--- config.mk ---
export PLATFORM = sky130hd
export DESIGN_NAME = spi_bus_arbiter
export DESIGN_NICKNAME = d
export VERILOG_FILES = /design/src/rtl/spi_bus_arbiter.sv
export SDC_FILE = /design/constraint.sdc
export NUM_CORES = 1
export LEC_CHECK = 0
export CORE_UTILIZATION = 35
export DETAILED_ROUTE_END_ITERATION = 8
export PLACE_DENSITY_LB_ADDON = 0.25
export RECOVER_POWER = 50
export SKIP_LAST_GASP = 1
export SLEW_MARGIN = 20
export SYNTH_ARGS = -nofsm -noshare
export SYNTH_HDL_FRONTEND = slang
export SYNTH_SLANG_ARGS = --single-unit
--- constraint.sdc ---
create_clock -name sysclk -period 7.3 [get_ports sysclk]
set_input_delay 0.73 -clock sysclk [delete_from_list [all_inputs] [get_ports sysclk]]
set_output_delay 0.73 -clock sysclk [all_outputs]
set_load 0.01 [all_outputs]
--- src/rtl/spi_bus_arbiter.sv ---
// spi_bus_arbiter: shares one spi_master between NREQ requesters.
// Round-robin pick in IDLE, one-cycle LAUNCH that triggers the master, RUN
// counts new_data rising edges and steers rx bytes / tx-advance strobes to the
// granted requester, DONE pulses completion (and timeout error) for one cycle.
module spi_bus_arbiter #(
   parameter int NREQ    = 4,
   parameter int TIMEOUT = 1024
) (
   input  logic                 sysclk,
   input  logic                 rst,
   input  logic [NREQ-1:0]      req,
   input  logic [3*NREQ-1:0]    req_ss,
   input  logic [16*NREQ-1:0]   req_len,
   input  logic [8*NREQ-1:0]    tx_data,
   output logic [NREQ-1:0]      grant,
   output logic [NREQ-1:0]      tx_next,
   output logic [7:0]           rx_data,
   output logic [NREQ-1:0]      rx_valid,
   output logic [NREQ-1:0]      done,
   output logic [NREQ-1:0]      err,
   output logic [2:0]           m_ss,
   output logic [7:0]           m_data_in,
   output logic [15:0]          m_how_many_bytes,
   output logic                 m_trigger,
   input  logic                 m_busy,
   input  logic                 m_new_data,
   input  logic [7:0]           m_data_out
);

   localparam int          IDX_W   = (NREQ > 1) ? $clog2(NREQ) : 1;
   localparam logic [15:0] TO_LAST = 16'(TIMEOUT - 1);

   typedef enum logic [1:0] {IDLE, LAUNCH, RUN, DONE} state_t;

   state_t                 state;
   logic [IDX_W-1:0]       idx, rr_ptr, pick_idx, scan;
   logic                   pick_found;
   logic [15:0]            len_q, byte_cnt, tcnt, cnt_inc;
   logic                   nd_prev, nd_edge, busy_seen;

   // requester buses viewed as per-lane packed arrays
   logic [NREQ-1:0][2:0]   ss_arr;
   logic [NREQ-1:0][15:0]  len_arr;
   logic [NREQ-1:0][7:0]   tx_arr;

   assign ss_arr  = req_ss;
   assign len_arr = req_len;
   assign tx_arr  = tx_data;

   function automatic logic [IDX_W-1:0] wrap_add(input logic [IDX_W-1:0] base, input int k);
      int s;
      s = int'(base) + k;
      if (s >= NREQ) s = s - NREQ;
      return IDX_W'(s);
   endfunction

   function automatic logic [NREQ-1:0] onehot(input logic [IDX_W-1:0] i);
      logic [NREQ-1:0] v;
      v    = '0;
      v[i] = 1'b1;
      return v;
   endfunction

   assign nd_edge   = m_new_data & ~nd_prev;
   assign cnt_inc   = byte_cnt + 16'd1;
   // grant is zero outside a transaction, so this also yields 0 when idle
   assign m_data_in = (|grant) ? tx_arr[idx] : 8'h00;

   // round-robin scan: first set req bit starting at rr_ptr, wrapping
   always_comb begin
      pick_found = 1'b0;
      pick_idx   = '0;
      scan       = '0;
      for (int k = 0; k < NREQ; k++) begin
         scan = wrap_add(rr_ptr, k);
         if (!pick_found && req[scan]) begin
            pick_found = 1'b1;
            pick_idx   = scan;
         end
      end
   end

   // transaction FSM with registered outputs; pulses default low each cycle
   always_ff @(posedge sysclk) begin
      if (rst) begin
         state            <= IDLE;
         idx              <= '0;
         rr_ptr           <= '0;
         len_q            <= '0;
         byte_cnt         <= '0;
         tcnt             <= '0;
         nd_prev          <= 1'b0;
         busy_seen        <= 1'b0;
         grant            <= '0;
         tx_next          <= '0;
         rx_valid         <= '0;
         done             <= '0;
         err              <= '0;
         rx_data          <= '0;
         m_ss             <= '0;
         m_how_many_bytes <= '0;
         m_trigger        <= 1'b0;
      end else begin
         nd_prev   <= m_new_data;
         m_trigger <= 1'b0;
         tx_next   <= '0;
         rx_valid  <= '0;
         done      <= '0;
         err       <= '0;
         case (state)
            IDLE: begin
               if (pick_found) begin
                  idx       <= pick_idx;
                  len_q     <= len_arr[pick_idx];
                  grant     <= onehot(pick_idx);
                  byte_cnt  <= '0;
                  tcnt      <= '0;
                  busy_seen <= 1'b0;
                  // master is only touched for a non-empty transfer
                  if (len_arr[pick_idx] != 16'd0) begin
                     m_trigger        <= 1'b1;
                     m_ss             <= ss_arr[pick_idx];
                     m_how_many_bytes <= len_arr[pick_idx];
                  end
                  state <= LAUNCH;
               end
            end
            LAUNCH: begin
               if (len_q == 16'd0) begin
                  done  <= grant;
                  state <= DONE;
               end else begin
                  state <= RUN;
               end
            end
            RUN: begin
               if (m_busy) busy_seen <= 1'b1;
               if (nd_edge) begin
                  rx_data  <= m_data_out;
                  rx_valid <= grant;
                  tx_next  <= grant;
                  byte_cnt <= cnt_inc;
                  tcnt     <= '0;
               end else begin
                  tcnt <= tcnt + 16'd1;
               end
               // a master that finishes early is a normal completion; an edge
               // on the timeout boundary cancels the timeout
               if ((nd_edge && cnt_inc == len_q) || (busy_seen && !m_busy)) begin
                  done  <= grant;
                  state <= DONE;
               end else if (!nd_edge && tcnt == TO_LAST) begin
                  done  <= grant;
                  err   <= grant;
                  state <= DONE;
               end
            end
            DONE: begin
               grant            <= '0;
               m_ss             <= '0;
               m_how_many_bytes <= '0;
               rr_ptr           <= wrap_add(idx, 1);
               state            <= IDLE;
            end
            default: state <= IDLE;
         endcase
      end
   end

endmodule

==> impl_metrics.ini, run 1 <==
[route]
drt_pass1_iterations = 5
total_via_count_after_detailed_routing = 5124
routed_wl_mm = 15.3
drt.antenna.violating_nets = 0
route.detailed.drc = 0
drt-initial-drc-count = 250
wl_per_cell_microns = 15.1
drt-vias-per-instance = 5.07

[synth]
syn-instance-count = 645
synth-compound-area-share_pct = 11.8
synth_enable_flop_cells = 0
ys.warnings.count = 0
synth_xor_area_share_pct = 4.72
ys_seq_elements = 100
post_synth_instance_area_sq_um = 5570
netlist-cell-type-count = 56
yosys-mux-area-fraction_pct = 18.4
ys_dominant_reg_cell = dfxtp_1
yosys.area_share.adder_pct = 1.57
synth_area_per_cell_sq_um = 8.64
yosys.area_share.simple_pct = 23.2
sequential_to_total_area_share_from_yosys_stat_pct = 35.9
synth_fp_nets = 776
synth_top_family_by_area = simple AND/OR/NAND/NOR gates
synth-async-reset-ratio_pct = 0

[finish]
util_after_layout_pct = 50.6
layout.cells.most_common = clkdlybuf4s50_1
insertedDiodeCount = 0
finish.net_count = 926
layout.cells.most_common_list = 130 x clkdlybuf4s50_1, 100 x dfxtp_1, 73 x nand2_1, 72 x mux2i_1, 55 x nor2_1
fillCellCount = 1393
drive_above_1_share_pct = 5.75
layout-area-overhead-vs-synth_pct = 39.7

[timing]
final-max-slew-violation-count = 47
finalCriticalPeriod_ns = 3.81
tns_ns = 0
setup_viol = 0
setup_slack_ns = 3.49
worst_hold_slack_ns = 0.462
final.setup_skew_ns = 0.00770
rsz0062_at_grt = false
hold_viol = 0
timing.final.crit_share_pct = 52.2
maxClockFrequency_ghz = 0.262
relSlewSlack_pct = -36.9
max_slew.worst_pin.slew_ns = 2.05

[global_route]
grt_overflow = 0
grt.total_usage_pct = 19.1
first_global_vias = 5067
grt_pass1_wl_mm = 24.9
antenna_found_initial = 0
grt_max_degree = 47

[worst_setup_path]
crit_family = buffers and inverters
path_class = input pin to flop
critical_path.max_stage_delay_ns = 1.46
required_ns = 7.51
regToRegStartpoint = rr_ptr[1]
timing.critical_path.arrival_ns = 4.02
timing.critical_path.from_type = input pin
crit_path_max_fanout = 46
series_of_cell_instances_along_the_critical_path = dlygate4sd3_1, clkbuf_1, nor2_1, nand2_1, a31oi_1, o21ai_0, o41ai_1
slowest_stage = clkbuf_1
cp-end-kind = flop
timing.critical_path.buf_inv = 2
worstRegToRegCells = 9
reg2reg_to = m_how_many_bytes[1]
timing.reg2reg.setup_slack_ns = 4.10

[clocking]
clk_pin_slew_worst_paths_ns = 0.07
htree_levels = 3
cts_inserted_buffers = 9
postCtsSetupRepairBufs = 0
cts_tree = done
cts_hold_repair.buffers = 0
cts.path.max_buffers = 2
clock_insertion_delay_worst_skew_ns = 0.35
clkSinkCount = 100
root_buffer = clkbuf_16
ctsResizeCount = 0

[placed_design]
hpwl_mm = 11.7
placement.setup.worst_slack_ns = 3.23
place.gp.congestion = 0.897
port-buffer-count = 179

[min_path]
holdPathEnd = m_how_many_bytes[6]
hold_path.class = flop to flop
worst_hold_path.num_cells = 2
worst_hold_startpoint = m_how_many_bytes[6]

[floorplan]
floorplan.initialDensity_pct = 36.2
chipHeight_microns = 128
core.rowCount = 45
floorplan.core_area_sq_um = 15400
top_level_ports = 180
die_x_microns = 128
floorplan.die_area_sq_um = 16400

[flow_run]
max_cap_viol_count = 1

[outcome]
violations = capacitance limit, slew limit
status = complete, but fails checks

[pwr]
powerDensity_nw_per_um2 = 266
totalPowerFinal_mw = 2.07
vdd.ir_drop.worst_mv = 0.135
power.static_leakage_nw = 3.03
[worst min-delay path: stages (launching register included)]
cell and delay [ns]:
dfxtp_1 0.31, nand2_1 0.05, mux2i_1 0.06
[metrics by stage]
| step | cell area [sq um] | cells |
|---|---|---|
| 3_5_place_dp | 7450 | 995 |
| 5_1_grt | 7780 | 1011 |
| 4_1_cts | 7780 | 1011 |
| 6_report | 7780 | 1011 |
| 3_3_place_gp | 7450 | 995 |
| 2_1_floorplan | 5570 | 645 |
[how the worst max path moves through the flow]
stage / start / to / slack (ns) / cells after the start
2_1_floorplan: req[0] / m_ss[0] / 4.24 / 12
3_5_place_dp: req[0] / m_how_many_bytes[1] / 3.23 / 10
4_1_cts: req[0] / m_how_many_bytes[1] / 3.59 / 10
3_3_place_gp: req[0] / m_ss[1] / 3.40 / 10
6_report: rst / byte_cnt[13] / 3.49 / 7
5_1_grt: rst / byte_cnt[9] / 3.03 / 7
[synth_stat cells (2+ instances only)]
cell type / instances / share of area [%]
a211oi_1: 3 / 0.40
a21oi_1: 48 / 4.3
a22o_1: 2 / 0.31
a22oi_1: 2 / 0.27
a31oi_1: 5 / 0.56
and2_1: 16 / 1.8
and3_1: 8 / 0.90
and4_1: 5 / 0.79
buf_1: 5 / 0.34
buf_2: 4 / 0.36
buf_4: 5 / 0.67
buf_6: 3 / 0.61
clkbuf_1: 27 / 1.8
dfxtp_1: 100 / 36
ha_1: 7 / 1.6
inv_1: 10 / 0.67
mux2_2: 11 / 2.2
mux2i_1: 72 / 13
mux4_2: 8 / 3.2
nand2_1: 73 / 4.9
nand2b_1: 18 / 2.0
nand3_1: 13 / 1.2
nand4_1: 12 / 1.3
nand4b_1: 2 / 0.31
nor2_1: 56 / 3.8
nor2b_1: 12 / 1.3
nor3_1: 15 / 1.3
nor3b_1: 2 / 0.27
nor4_1: 6 / 0.67
nor4b_1: 4 / 0.63
o211ai_1: 3 / 0.40
o21ai_0: 23 / 2.1
o21ai_1: 2 / 0.18
o22ai_1: 3 / 0.34
o31ai_1: 5 / 0.67
o41ai_1: 3 / 0.47
or3_1: 4 / 0.45
or4_1: 2 / 0.27
xnor2_1: 13 / 2.0
xor2_1: 17 / 2.7
[area by class of cell]
type	instances	area, sq um	area share (%)
Multi-Input combinational cell	491	3330	42.8
Sequential cell	100	2000	25.7
Timing Repair Buffer	183	1820	23.4
Tap cell	211	264	3.39
Clock buffer	9	225	2.89
Clock inverter	7	105	1.35
Inverter	10	37.5	0.482
[registers in the layout, indices dropped and copies added, names as in the netlist]
name	cells
byte_cnt	16
len_q	16
m_how_many_bytes	16
tcnt	16
rx_data	8
done	4
err	4
grant	4
rx_valid	4
m_ss	3
idx	2
rr_ptr	2
state	2
busy_seen	1
m_trigger	1
nd_prev	1
[logic make-up after synthesis]
| logic type | Yosys count |
|---|---|
| flops | 100 |
| xor+xnor | 30 |
| mux | 91 |
| fa+ha+maj | 7 |
| compound gates | 109 |
| buf+inv | 54 |
| simple gates | 254 |
[report_power, final]
group	internal, mW	switching, mW	total, mW
Clock	0.306	0.222	0.528
Sequential	0.639	0.0953	0.734
Combinational	0.401	0.407	0.808
[per-layer routing]
metal  GRT usage (%)  wire, microns
met3            4.17            955
met2            32.5           7430
met5               0              0
met1            23.2           6540
met4            8.24            328
Note: power is estimated with default switching activity, not from simulation.
==> inputs of run 2 (changes only) <==
==> constraint.sdc (replaced) <==
create_clock -name sysclk -period 3.68 [get_ports sysclk]
set_input_delay 0.368 -clock sysclk [delete_from_list [all_inputs] [get_ports sysclk]]
set_output_delay 0.368 -clock sysclk [all_outputs]
set_load 0.01 [all_outputs]
==> run 2 against run 1 <==
Net effect: the run now ends clean; critical path depth rose by 4; sequential power is 99% higher; die area did not move; cell area is 0.23% higher; routed wire length is 0.83% higher; critical endpoint is now m_ss[1]; largest power group unchanged; highest routed layer unchanged.
==> impl_metrics.ini, run 2 (synthesis results as in run 1) <==
[outcome]
status = finished, final reports clean

[placed_design]
detailed_place.area_sq_um = 7500
hpwl_mm = 12.0
place.gp.congestion = 0.807
port-buffer-count = 179

[timing]
relSlewSlack_pct = 8.18
setup_viol = 0
finalCriticalPeriod_ns = 3.23
final-max-slew-violation-count = 0
tns_ns = 0
max_slew.worst_pin.slew_ns = 1.38
rsz0062_at_grt = false
timing.final.crit_share_pct = 87.8
hold_viol = 0
maxClockFrequency_ghz = 0.310
final.setup_skew_ns = 0.00760

[worst_setup_path]
timing.critical_path.arrival_ns = 3.51
critical_path.max_stage_delay_ns = 0.60
slowest_stage = dlygate4sd3_1
cp-end-kind = flop
path_class = input pin to flop
required_ns = 3.96
timing.critical_path.buf_inv = 2
crit_family = buffers and inverters
cpMostUsedCell = mux2i_1
series_of_cell_instances_along_the_critical_path = dlygate4sd3_1, a21oi_1, o21ai_1, o2bb2a_4, buf_4, mux2i_1, mux2_2, nand4_1, nor4_4, nor2_4, mux2i_1
crit_path_max_fanout = 22
timing.critical_path.from_type = input pin

[finish]
layout.cells.most_common_list = 129 x clkdlybuf4s50_1, 100 x dfxtp_1, 73 x nand2_1, 72 x mux2i_1, 56 x nor2_1
drive_above_1_share_pct = 5.83
final-seq-area_sq_um = 2000
finish.net_count = 932
fillCellCount = 1389
multi_input_comb_area_sq_um = 3320
layout-area-overhead-vs-synth_pct = 40.0
layout.cell_area.non_filler_sq_um = 7800
insertedDiodeCount = 0
layout.cells.most_common = clkdlybuf4s50_1
util_after_layout_pct = 50.7

[flow_run]
max_cap_viol_count = 0

[clocking]
cts_hold_repair.buffers = 0
clock_insertion_delay_worst_skew_ns = 0.35
clkSinkCount = 100
cts_tree = done
clk_pin_slew_worst_paths_ns = 0.07
root_buffer = clkbuf_16
cts_inserted_buffers = 9
htree_levels = 3
ctsResizeCount = 0
cts.path.max_buffers = 2
postCtsSetupRepairBufs = 0

[route]
drt.antenna.violating_nets = 0
total_via_count_after_detailed_routing = 5160
drt_pass1_iterations = 4
wl_per_cell_microns = 15.1
routed_wl_mm = 15.4
route.detailed.drc = 0
drt-vias-per-instance = 5.07
drt-initial-drc-count = 386

[floorplan]
floorplan.initialDensity_pct = 36.2
floorplan.core_area_sq_um = 15400
chipHeight_microns = 128
floorplan.die_area_sq_um = 16400
die_x_microns = 128
top_level_ports = 180
core.rowCount = 45

[global_route]
grt_pass1_wl_mm = 25.2
grt_overflow = 0
first_global_vias = 5163
grt.total_usage_pct = 19.1
grt_max_degree = 34
antenna_found_initial = 0

[min_path]
hold_path.class = flop to flop

[pwr]
vdd.ir_drop.worst_mv = 0.333
powerDensity_nw_per_um2 = 521
power.static_leakage_nw = 3.05
==> run 2: report_power, final <==
| part | leakage, nW | internal (mW) | switching, mW | total, mW |
|---|---|---|---|---|
| clock network | 0.152 | 0.539 | 0.445 | 0.984 |
| logic | 2.08 | 0.810 | 0.814 | 1.62 |
| registers | 0.815 | 1.27 | 0.189 | 1.46 |
==> run 2: stage by stage <==
step	setup slack (ns)	total power, mW	instances	hold WS, ns
after floorplan	0.889	2.47	645	0.454
after global placement	0.325	3.12	1001	0.442
after detailed placement	0.169	3.15	1001	0.447
after CTS	0.541	4.15	1017	0.465
after global routing	0.264	4.33	1017	0.483
final	0.450	4.06	1017	0.459
==> run 2: tightest hold or removal path, stage by stage, from the launching register on <==
cell,delay (ns)
dfxtp_1,0.32
nand2_1,0.05
mux2i_1,0.05
==> run 2: area by class of cell <==
cell class / instances / area share (%)
clock buffer: 9 / 2.89
clock inverter: 7 / 1.04
inverter: 10 / 0.481
multi-input combinational: 491 / 42.6
sequential: 100 / 25.7
tap: 211 / 3.39
timing repair buffer: 189 / 24.0
==> run 2: final timing paths <==
path | slack (ns) | cells after the start | endpoint | start
setup / recovery | 0.45 | 11 | m_ss[1] | req[0]
hold / removal | 0.46 | 2 | m_how_many_bytes[13] | m_how_many_bytes[13]
setup reg to reg | 0.63 | 10 | state[0] | byte_cnt[0]
hold reg to reg | 0.46 | 2 | m_how_many_bytes[13] | m_how_many_bytes[13]
==> run 2: layer usage <==
metal,GRT usage [%],routed length (microns),vias up
met5,0,0,-
met4,6.51,257,0
met3,4.63,869,19
met2,32.2,7440,152
met1,23.8,6810,2398
li1,-,-,2591
==> inputs of run 3 (changes only) <==
--- a/config.mk
+++ b/config.mk
@@ -9,6 +9,7 @@
 export DETAILED_ROUTE_END_ITERATION = 8
 export PLACE_DENSITY_LB_ADDON = 0.25
 export RECOVER_POWER = 50
+export SETUP_SLACK_MARGIN = 0.05
 export SKIP_LAST_GASP = 1
 export SLEW_MARGIN = 20
 export SYNTH_ARGS = -nofsm -noshare
==> constraint.sdc (replaced) <==
create_clock -name sysclk -period 4 [get_ports sysclk]
set_input_delay 0.4 -clock sysclk [delete_from_list [all_inputs] [get_ports sysclk]]
set_output_delay 0.4 -clock sysclk [all_outputs]
set_load 0.01 [all_outputs]
==> run 3 against run 2 <==
Net effect: die area stayed put; worst setup slack improved by 0.25 ns; sequential cell count is the same; final cell count fell by 0.39%; count of clock-buffer cells in the layout rose by 3; critical path type unchanged; critical endpoint unchanged; largest power group unchanged.
==> impl_metrics.ini, run 3 (synthesis results as in run 1) <==
[worst_setup_path]
series_of_cell_instances_along_the_critical_path = dlygate4sd3_1, a21oi_1, o21ai_1, o2bb2a_4, buf_4, mux2i_1, mux2_2, nand4_1, nor4_4, nor2_4, mux2i_1
critical_path.max_stage_delay_ns = 0.60
slowest_stage = dlygate4sd3_1
timing.critical_path.from_type = input pin
timing.critical_path.arrival_ns = 3.58
crit_path_max_fanout = 22
required_ns = 4.27
cp-end-kind = flop
path_class = input pin to flop
timing.critical_path.buf_inv = 2
cpMostUsedCell = mux2i_1
crit_family = buffers and inverters

[min_path]
hold_path.class = flop to flop

[route]
total_via_count_after_detailed_routing = 5135
route.detailed.drc = 0
wl_per_cell_microns = 15.0
drt.antenna.violating_nets = 0
drt-initial-drc-count = 284
drt-vias-per-instance = 5.07
routed_wl_mm = 15.2
drt_pass1_iterations = 4

[finish]
layout-area-overhead-vs-synth_pct = 39.3
insertedDiodeCount = 0
layout.cells.most_common = clkdlybuf4s50_1
util_after_layout_pct = 50.5
finish.net_count = 928
fillCellCount = 1411
drive_above_1_share_pct = 5.36
layout.cells.most_common_list = 129 x clkdlybuf4s50_1, 100 x dfxtp_1, 73 x nand2_1, 72 x mux2i_1, 55 x nor2_1
layout.cell_area.non_filler_sq_um = 7760

[global_route]
grt_pass1_wl_mm = 24.4
grt.total_usage_pct = 18.8
grt_overflow = 0
grt_max_degree = 31
antenna_found_initial = 0
first_global_vias = 5007

[clocking]
cts_inserted_buffers = 9
root_buffer = clkbuf_16
clock_insertion_delay_worst_skew_ns = 0.35
htree_levels = 3
postCtsSetupRepairBufs = 0
clkSinkCount = 100
cts.path.max_buffers = 2
cts_hold_repair.buffers = 0
ctsResizeCount = 0
clk_pin_slew_worst_paths_ns = 0.07
cts_tree = done

[timing]
setup_viol = 0
max_slew.worst_pin.slew_ns = 1.31
final-max-slew-violation-count = 0
tns_ns = 0
rsz0062_at_grt = false
timing.final.crit_share_pct = 82.6
relSlewSlack_pct = 12.4
final.setup_skew_ns = 0.00887
finalCriticalPeriod_ns = 3.30
worst_hold_slack_ns = 0.456
maxClockFrequency_ghz = 0.303
hold_viol = 0

[pwr]
vdd.ir_drop.worst_mv = 0.266
power.switching_fraction_pct = 35.0
net-switching-power_mw = 1.30
power.share.sequential_pct = 36.2
p_comb_share_pct = 39.7
internal_power_mw = 2.40
totalPowerFinal_mw = 3.70
power.static_leakage_nw = 3.02
clock_network_power_share_pct = 24.1
powerDensity_nw_per_um2 = 476

[placed_design]
hpwl_mm = 11.8
place.gp.congestion = 0.872
port-buffer-count = 179
detailed_place.area_sq_um = 7470

[floorplan]
floorplan.die_area_sq_um = 16400
floorplan.initialDensity_pct = 36.2
floorplan.core_area_sq_um = 15400
core.rowCount = 45
chipHeight_microns = 128
top_level_ports = 180
die_x_microns = 128

[outcome]
status = finished, final reports clean

[flow_run]
max_cap_viol_count = 0
run 3: cell type report:
cell class                 instances  area, sq um  area share (%)
clock buffer                      12          246            3.18
clock inverter                     4         55.1           0.709
inverter                          10         37.5           0.484
multi-input combinational        491         3330            42.9
sequential                       100         2000            25.8
tap                              211          264            3.40
timing repair buffer             185         1830            23.5
run 3: final timing paths:
check                      startpoint                   to  slack (ns)  cells past startpoint
setup reg to reg            rr_ptr[1]              m_ss[1]        0.96                      9
setup / recovery               req[0]              m_ss[1]        0.70                     11
hold / removal    m_how_many_bytes[3]  m_how_many_bytes[3]        0.46                      2
hold reg to reg   m_how_many_bytes[3]  m_how_many_bytes[3]        0.46                      2
run 3: worst register-to-register path: stages, from the launching register on:
cell and delay, ns:
dfxtp_1 0.46, mux2i_1 0.22, o22ai_1 0.13, nor2_2 0.17, buf_4 0.35, mux2i_1 0.20, or4_4 0.59, nor4_4 0.37
nor2_4 0.21, mux2i_1 0.21
run 3: through the flow:
step           worst slack [ns]  instances
2_1_floorplan              1.21        645
3_3_place_gp              0.622        997
3_5_place_dp              0.461        997
4_1_cts                   0.810       1013
5_1_grt                   0.483       1013
6_report                  0.696       1013
run 3: layer usage:
layer / share of wire, % / global-route usage [%] / vias up / wire length [microns]
met4: 1.8 / 7.47 / 0 / 280
met3: 5.7 / 4.38 / 22 / 873
met5: 0 / 0 / - / 0
li1: - / - / 2584 / -
met2: 48 / 31.3 / 168 / 7300
met1: 44 / 23.3 / 2361 / 6740
run 3: power groups by stage:
stage	Clock, mW	Combinational [mW]	Sequential (mW)
after floorplan	0	0.936	1.34
after global placement	0	1.48	1.36
after detailed placement	0	1.51	1.36
after CTS	0.906	1.52	1.35
after global routing	0.953	1.62	1.37
final	0.890	1.47	1.34
